## src/rtl/cache_refill_arbiter.sv

```systemverilog
// Shares one memory port between I- and D-cache: block refills
// for either side, single-word write-through for the D side.
module cache_refill_arbiter #(
  parameter int DATA_WIDTH    = 32,
  parameter int ADDRESS_WIDTH = 30,
  parameter int BLOCK_SIZE    = 3,
  localparam int JUST_DATA    = DATA_WIDTH * (2**BLOCK_SIZE)
) (
  input  logic                     clk,
  input  logic                     rst,
  input  logic                     i_req,
  input  logic [ADDRESS_WIDTH-1:0] i_addr,
  output logic                     i_done,
  input  logic                     d_req,
  input  logic                     d_we,
  input  logic [ADDRESS_WIDTH-1:0] d_addr,
  input  logic [DATA_WIDTH-1:0]    d_wdata,
  output logic                     d_done,
  output logic [JUST_DATA-1:0]     fill_block,
  output logic [1:0]               grant,
  output logic [ADDRESS_WIDTH-1:0] mem_addr,
  output logic                     mem_rd,
  output logic                     mem_wr,
  output logic [DATA_WIDTH-1:0]    mem_wdata,
  input  logic                     mem_ready,
  input  logic [DATA_WIDTH-1:0]    mem_rdata,
  input  logic                     mem_rvalid
);

  localparam int NWORDS = 2**BLOCK_SIZE;
  localparam int CW     = BLOCK_SIZE + 1;
  localparam int AW     = ADDRESS_WIDTH;
  localparam int DW     = DATA_WIDTH;

  typedef enum logic [1:0] {
    IDLE,
    READ,
    WRITE,
    DONE
  } state_e;

  state_e          state_q, state_d;
  logic [1:0]      grant_q;
  logic            last_d_q;
  logic [AW-1:0]   addr_q;
  logic [DW-1:0]   wdata_q;
  logic [CW-1:0]   issue_q;
  logic [CW-1:0]   rx_q;
  logic [JUST_DATA-1:0] fill_q;

  logic            any_req;
  logic            pick_d;
  logic            last_beat;
  logic [AW-1:0]   sel_addr;
  logic [AW-1:0]   cap_addr;

  assign any_req   = i_req | d_req;
  // Round-robin tie break: the side that did not own the port last.
  assign pick_d    = d_req & (~i_req | ~last_d_q);
  assign last_beat = mem_rvalid & (rx_q == CW'(NWORDS - 1));
  assign sel_addr  = pick_d ? d_addr : i_addr;
  assign cap_addr  = (pick_d & d_we) ? d_addr :
                     {sel_addr[AW-1:BLOCK_SIZE], {BLOCK_SIZE{1'b0}}};

  assign grant      = grant_q;
  assign fill_block = fill_q;

  always_ff @(posedge clk or posedge rst) begin
    if (rst) begin
      state_q <= IDLE;
    end else begin
      state_q <= state_d;
    end
  end

  always_comb begin
    state_d = state_q;
    unique case (state_q)
      IDLE: begin
        if (any_req) begin
          state_d = (pick_d & d_we) ? WRITE : READ;
        end
      end
      READ: begin
        if (last_beat) begin
          state_d = DONE;
        end
      end
      WRITE: begin
        if (mem_ready) begin
          state_d = DONE;
        end
      end
      DONE: begin
        state_d = IDLE;
      end
      default: begin
        state_d = IDLE;
      end
    endcase
  end

  always_comb begin
    mem_rd    = 1'b0;
    mem_wr    = 1'b0;
    mem_addr  = '0;
    mem_wdata = '0;
    i_done    = 1'b0;
    d_done    = 1'b0;
    unique case (state_q)
      READ: begin
        if (issue_q < CW'(NWORDS)) begin
          mem_rd   = 1'b1;
          mem_addr = {addr_q[AW-1:BLOCK_SIZE],
                      issue_q[BLOCK_SIZE-1:0]};
        end
      end
      WRITE: begin
        mem_wr    = 1'b1;
        mem_addr  = addr_q;
        mem_wdata = wdata_q;
      end
      DONE: begin
        i_done = ~last_d_q;
        d_done = last_d_q;
      end
      default: begin
      end
    endcase
  end

  always_ff @(posedge clk or posedge rst) begin
    if (rst) begin
      grant_q  <= '0;
      last_d_q <= 1'b0;
      addr_q   <= '0;
      wdata_q  <= '0;
      issue_q  <= '0;
      rx_q     <= '0;
      fill_q   <= '0;
    end else begin
      unique case (state_q)
        IDLE: begin
          if (any_req) begin
            grant_q  <= {pick_d, ~pick_d};
            last_d_q <= pick_d;
            addr_q   <= cap_addr;
            wdata_q  <= d_wdata;
          end
        end
        READ: begin
          if (mem_rd && mem_ready) begin
            issue_q <= issue_q + CW'(1);
          end
          if (mem_rvalid) begin
            fill_q[rx_q[BLOCK_SIZE-1:0]*DW +: DW] <= mem_rdata;
            rx_q <= rx_q + CW'(1);
          end
          // Owner stays in last_d_q so DONE can pulse the right side.
          if (last_beat) begin
            grant_q <= '0;
          end
        end
        WRITE: begin
          if (mem_ready) begin
            grant_q <= '0;
          end
        end
        DONE: begin
          grant_q <= '0;
          issue_q <= '0;
          rx_q    <= '0;
        end
        default: begin
        end
      endcase
    end
  end

endmodule
```

## config.mk

```make
export PLATFORM = sky130hd
export DESIGN_NAME = cache_refill_arbiter
export DESIGN_NICKNAME = d
export VERILOG_FILES = /design/src/rtl/cache_refill_arbiter.sv
export SDC_FILE = /design/constraint.sdc
export NUM_CORES = 1
export LEC_CHECK = 0
export ABC_AREA = 1
export BUFFER_PORTS_ARGS = -buffer_cell sky130_fd_sc_hd__buf_2
export CORE_AREA = 2 2 179 181
export CTS_BUF_LIST = sky130_fd_sc_hd__clkbuf_8 sky130_fd_sc_hd__clkbuf_16
export DETAILED_ROUTE_END_ITERATION = 8
export DIE_AREA = 0 0 181 183
export PLACE_DENSITY = 0.88
export SLEW_MARGIN = 20
export SYNTH_ARGS = -nofsm -noshare
export SYNTH_HDL_FRONTEND = slang
export SYNTH_SLANG_ARGS = --single-unit
```

## constraint.sdc

```tcl
create_clock -name clk -period 16.35 [get_ports clk]
set_input_delay 3.27 -clock clk [delete_from_list [all_inputs] [get_ports clk]]
set_output_delay 3.27 -clock clk [all_outputs]
set_load 0.01 [all_outputs]
```

**After elaboration in Yosys (flattened, before gate mapping)**

Cells that the tools add are included.

- Bits in registers: 331
- Bits in latches: 0
- RAM bits: 0
- Memory bits (read-only): 0
- Input port bits: 131
- Output and inout port bits: 324
- Logic and storage cells: 63
- Memories: 0

- $add $sub $neg: 3
- Multipliers: 0
- Divide/modulo/power cells: 0
- $lt $le $gt $ge: 1
- Equality and inequality tests: 9
- Shift-type cells: 2
- Mux-type cells: 24
- Bitwise operators: 8
- Reduce and logical (&&, ||, !) cells: 8

Operators with widths:

| cell | number |
|---|---|
| $bwmux W256 | 1 |
| $shift A32 B34 Y256 const A | 1 |
| $shiftx A32 B34 Y256 | 1 |
| $mux W30 | 3 |
| $pmux W30 S2 | 1 |
| $neg A8 Y34 | 1 |
| $mux W32 | 1 |
| $pmux W2 S4 | 2 |
| $pmux W4 S2 | 2 |
| $mux W2 | 7 |
| $ne A2 B2 Y1 const B | 5 |
| $add A4 B1 Y4 const B | 2 |
| $mux W4 | 2 |
| $reduce_and A2 Y1 | 4 |
| $mux W1 | 5 |
| $eq A2 B2 Y1 const B | 2 |
| $eq A4 B3 Y1 const B | 1 |
| $lt A4 B4 Y1 const B | 1 |
| $and A1 B1 Y1 | 3 |
| $not A1 Y1 | 3 |
| $reduce_and A3 Y1 | 1 |
| $eq A2 B1 Y1 const B | 1 |
| $logic_not A2 Y1 | 1 |
| $or A1 B1 Y1 | 2 |
| other kinds (2) | 2 |

**Longest topological paths before layout**

- Depth in word-level cells: 7
- Gate-level depth with buffers: 12
- Gate-level depth less buffers: 10

**Worst setup path before layout**

No wires, ideal clock.

- Path kind: register to output
- Start point: register state_q[1]
- End point: output mem_addr[10]
- Arrival: 1.655 ns
- Required time: 13.080 ns
- Setup slack: 11.425 ns
- Stages on the path, launching flop included: 8
- Path buffers: 1
- Path through: dfrtp_1 > inv_1 > ha_1 > inv_1 > nor2_1 > o21ai_2 > buf_2 > nor2_1

- Cells in the longest elaborated chain, start to end: 2

Ends and longest elaborated chain:

| item | RTL line | RTL |
|---|---|---|
| start, declared | 42 | `state_e state_q, state_d;` |
| start signal, assigned | 72 | `state_q <= state_d;` |
| $eq A2 B2 Y1 or $eq A2 B1 Y1 (tied branches) | 110 | `unique case (state_q)` |
| $pmux W30 S2 (*) | 110 |  |
| end, declared | 21 | `output logic [ADDRESS_WIDTH-1:0] mem_addr,` |

Every way passes the cells marked *; elsewhere a longest branch is shown, timed or not.

**Final worst setup path**

- Start point: register state_q[1]
- End point: output mem_addr[29]

Same word-level chain as after synthesis.

==> metrics.md <==
| Metric | Value |
|---|---|
| Die ar. | `0.03312 sq mm` |
| Total CTS buffers | `36` |
| Simple-gate share of the synthesized area | `30.24%` |
| Share of cells above drive strength 1 | `24.55%` |
| PortBufs | `451` |
| DR pass1 iterations | `5` |
| Slew @ Worst Pin | `0.9859 ns` |
| Setup tns final | `0 ns` |
| Largest net degree at the start of global routing | `100` |
| LEAKAGE | `10.84 nW` |
| Hold depth | `2` |
| DPL Wire Length | `33.95 mm` |
| Library cells used by synthesis | `28` |
| 1st-iter DRT viols | `1654` |
| Post-Synth XOR/XNOR Area | `0.05830%` |
| Synth Area in Compound Gates | `6.455%` |
| Clk pin slew, worst setup/hold paths | `0.06 ns` |
| Final-report max-slew violation count | `0` |
| First-pass GRT wire length | `77.91 mm` |
| Setup CP Type | `reg -> out` |
| Number of global-route vias before repair | `14134` |
| CTS resizes | `0` |
| Fmax | `0.1726 GHz` |
| Final min period | `5.795 ns` |
| Die Width | `181 um` |
| Initial antenna violation count | `2` |
| Avg Inst Size Synth | `8.029 sq um` |
| Synth Area in Adders | `0.8328%` |
| Total setup buffers inserted after CTS | `0` |
| Status | `finished clean` |
| Synth Flop Type | `dfrtp_1` |
| Clock latency on the worst-skew pair | `0.53 ns` |
| Async set-reset flop share out of synthesis | `100.0%` |
| Layout Nets | `2390` |
| Max-Cap Viols | `0` |
| Drt drc | `0` |
| # setup viols final | `0` |
| FF+latch count, synth | `331` |
| Synth warn | `0` |
| Hold Crit Class | `reg -> reg` |
| CP Max Fanout | `27` |
| Worst setup margin | `10.56 ns` |
| P&R area growth vs syn | `23.34%` |
| Most frequent cells in the layout | `nand2_1 (743), buf_2 (451), dfrtp_1 (331), nor2_1 (139), o21ai_0 (136)` |
| # IOs | `455` |
| Most common cell after layout, fill and taps aside | `nand2_1` |
| Die height | `183 um` |
| Final ANT Viol Nets | `0` |
| CORE AREA | `0.03123 sq mm` |
| CTS tree | `done` |
| Mux contribution to synthesized area | `0%` |
| Number of synthesized flops with an enable pin | `0` |
| Pre-CTS setup slack | `10.44 ns` |
| Layout filler cell count | `2655` |
| Post-Syn Instances | `1871` |
| Vias per cell | `5.494` |
| # rows | `65` |
| Slew margin rel. | `34.27%` |
| Seq/Total Area, Yosys | `55.13%` |
| Routed Wire Length | `50.41 mm` |
| Fin. Hold Viols | `0` |
| WL per Instance | `18.83 um` |
| GRT overflow | `0` |
| PwrDens | `167.4 mW/mm^2` |
| Hold buffers post-CTS | `0` |
| H-tree depth | `2` |
| Starting density of the core | `48.10%` |
| Main combinational cell family by area after synthesis | `simple AND/OR/NAND/NOR gates` |
| Final Cycle Share | `35.44%` |
| Clk sinks | `331` |
| Synthesized area | `0.01502 sq mm` |
| Clk buf depth | `3` |
| Maximum vdd ir drop | `0.0001771 V` |
| RePlAce Congestion | `0.9134` |
| Global-route usage over all layers | `29.75%` |
| Reg2Reg Depth | `10` |
| Setup Skew | `0.01920 ns` |
| Syn nets | `2012` |
| Register Area | `0.008283 sq mm` |
| Root buffer cell | `clkbuf_16` |
| CP startpoint kind | `register` |
| Area of the multi-input gates | `0.005703 sq mm` |
| WP data required | `13.08 ns` |
| Critical Path AT | `2.52 ns` |
| Via count | `14707` |
| RSZ-0062 raised after global routing | `no` |
| Critical path endpoint category | `primary output` |
-- per-layer routing --
layer	part of all wire, %	vias to the layer above	track usage [%]
met2	48	905	49.55
met1	37	6969	37.11
met5	0	-	0
li1	-	6684	-
met4	4.4	0	12.85
met3	11	149	7.367
-- synth_stat cells (2+ instances only) --
master      n  area share [%]
buf_1       3           0.075
nand3_1    80             2.7
buf_2      41             1.4
buf_4      18            0.90
nand3_2     2            0.13
nor3_1     11            0.37
nand2_1   746              19
clkbuf_1   57             1.4
nand4_1    92             3.8
o21ai_1    49             1.6
a21oi_1     7            0.23
inv_2       7            0.17
nor2_2      4            0.17
buf_6       6            0.45
o21ai_0   136             4.5
nor2_4      5            0.37
inv_1     114             2.8
ha_1       10            0.83
nor2_1    139             3.5
dfrtp_1   331              55
nand2_2     6            0.25
-- area by class of cell --
cell class              count  area share [%]
inverters                 122           2.532
clock buffers              43           5.382
repair buffers            465           12.79
clock inverters            19           1.074
diodes                      2         0.02701
flip-flops and latches    331           44.70
multi-input cells        1293           30.78
well taps                 402           2.715
-- report_power, final --
group / internal, mW / switching (mW)
registers: 1.00 / 0.111
clock network: 0.484 / 0.340
logic: 0.310 / 0.856
total: 1.79 / 1.31
-- critical path: stages, from the launching register on --
cell	delay (ns)
dfrtp_1	0.43
inv_1	0.12
ha_1	0.26
inv_1	0.08
nor2_1	0.37
o21ai_4	0.30
nor2_1	0.27
buf_2	0.17
-- logic make-up after synthesis --
group                      Yosys count
xor gates and xnor gates             1
and+or+nand+nor                   1089
buffers and inverters              247
DFF                                331
AOI/OAI and AO/OA                  193
adders and majority gates           10
-- flip-flops by register name, summed over array words and instances (netlist names) --
register / count
fill_block: 256
addr_q: 30
last_d_q: 1
state_q: 2
wdata_q: 32
issue_q: 4
grant: 2
rx_q: 4
-- through the flow --
step | power [mW] | hold WS (ns) | cell area (sq um) | std cells | util [%]
3_3_place_gp | 2.213 | 0.4480 | 17280 | 2613 | 55.34
4_1_cts | 3.087 | 0.4685 | 18500 | 2675 | 59.23
5_1_grt | 3.274 | 0.4842 | 18530 | 2677 | 59.33
3_5_place_dp | 2.256 | 0.4539 | 17300 | 2613 | 55.40
6_report | 3.101 | 0.4682 | 18530 | 2677 | 59.33
2_1_floorplan | 1.868 | 0.4492 | 15020 | 1871 | -
-- path summary, 6_finish.rpt --
kind	to	from	slack, ns
worst max register to register	fill_block[191]$_DFFE_PP0P_	rx_q[0]$_DFFE_PP0P_	11.37
worst min register to register	fill_block[211]$_DFFE_PP0P_	fill_block[211]$_DFFE_PP0P_	0.47
worst min-delay path	fill_block[211]$_DFFE_PP0P_	fill_block[211]$_DFFE_PP0P_	0.47
min in group asynchronous	fill_block[122]$_DFFE_PP0P_	rst	2.81
worst max-delay path	mem_addr[29]	state_q[1]$_DFFE_PP0P_	10.56
max in group asynchronous	fill_block[243]$_DFFE_PP0P_	rst	11.36
(Power assumes the default switching activity.)
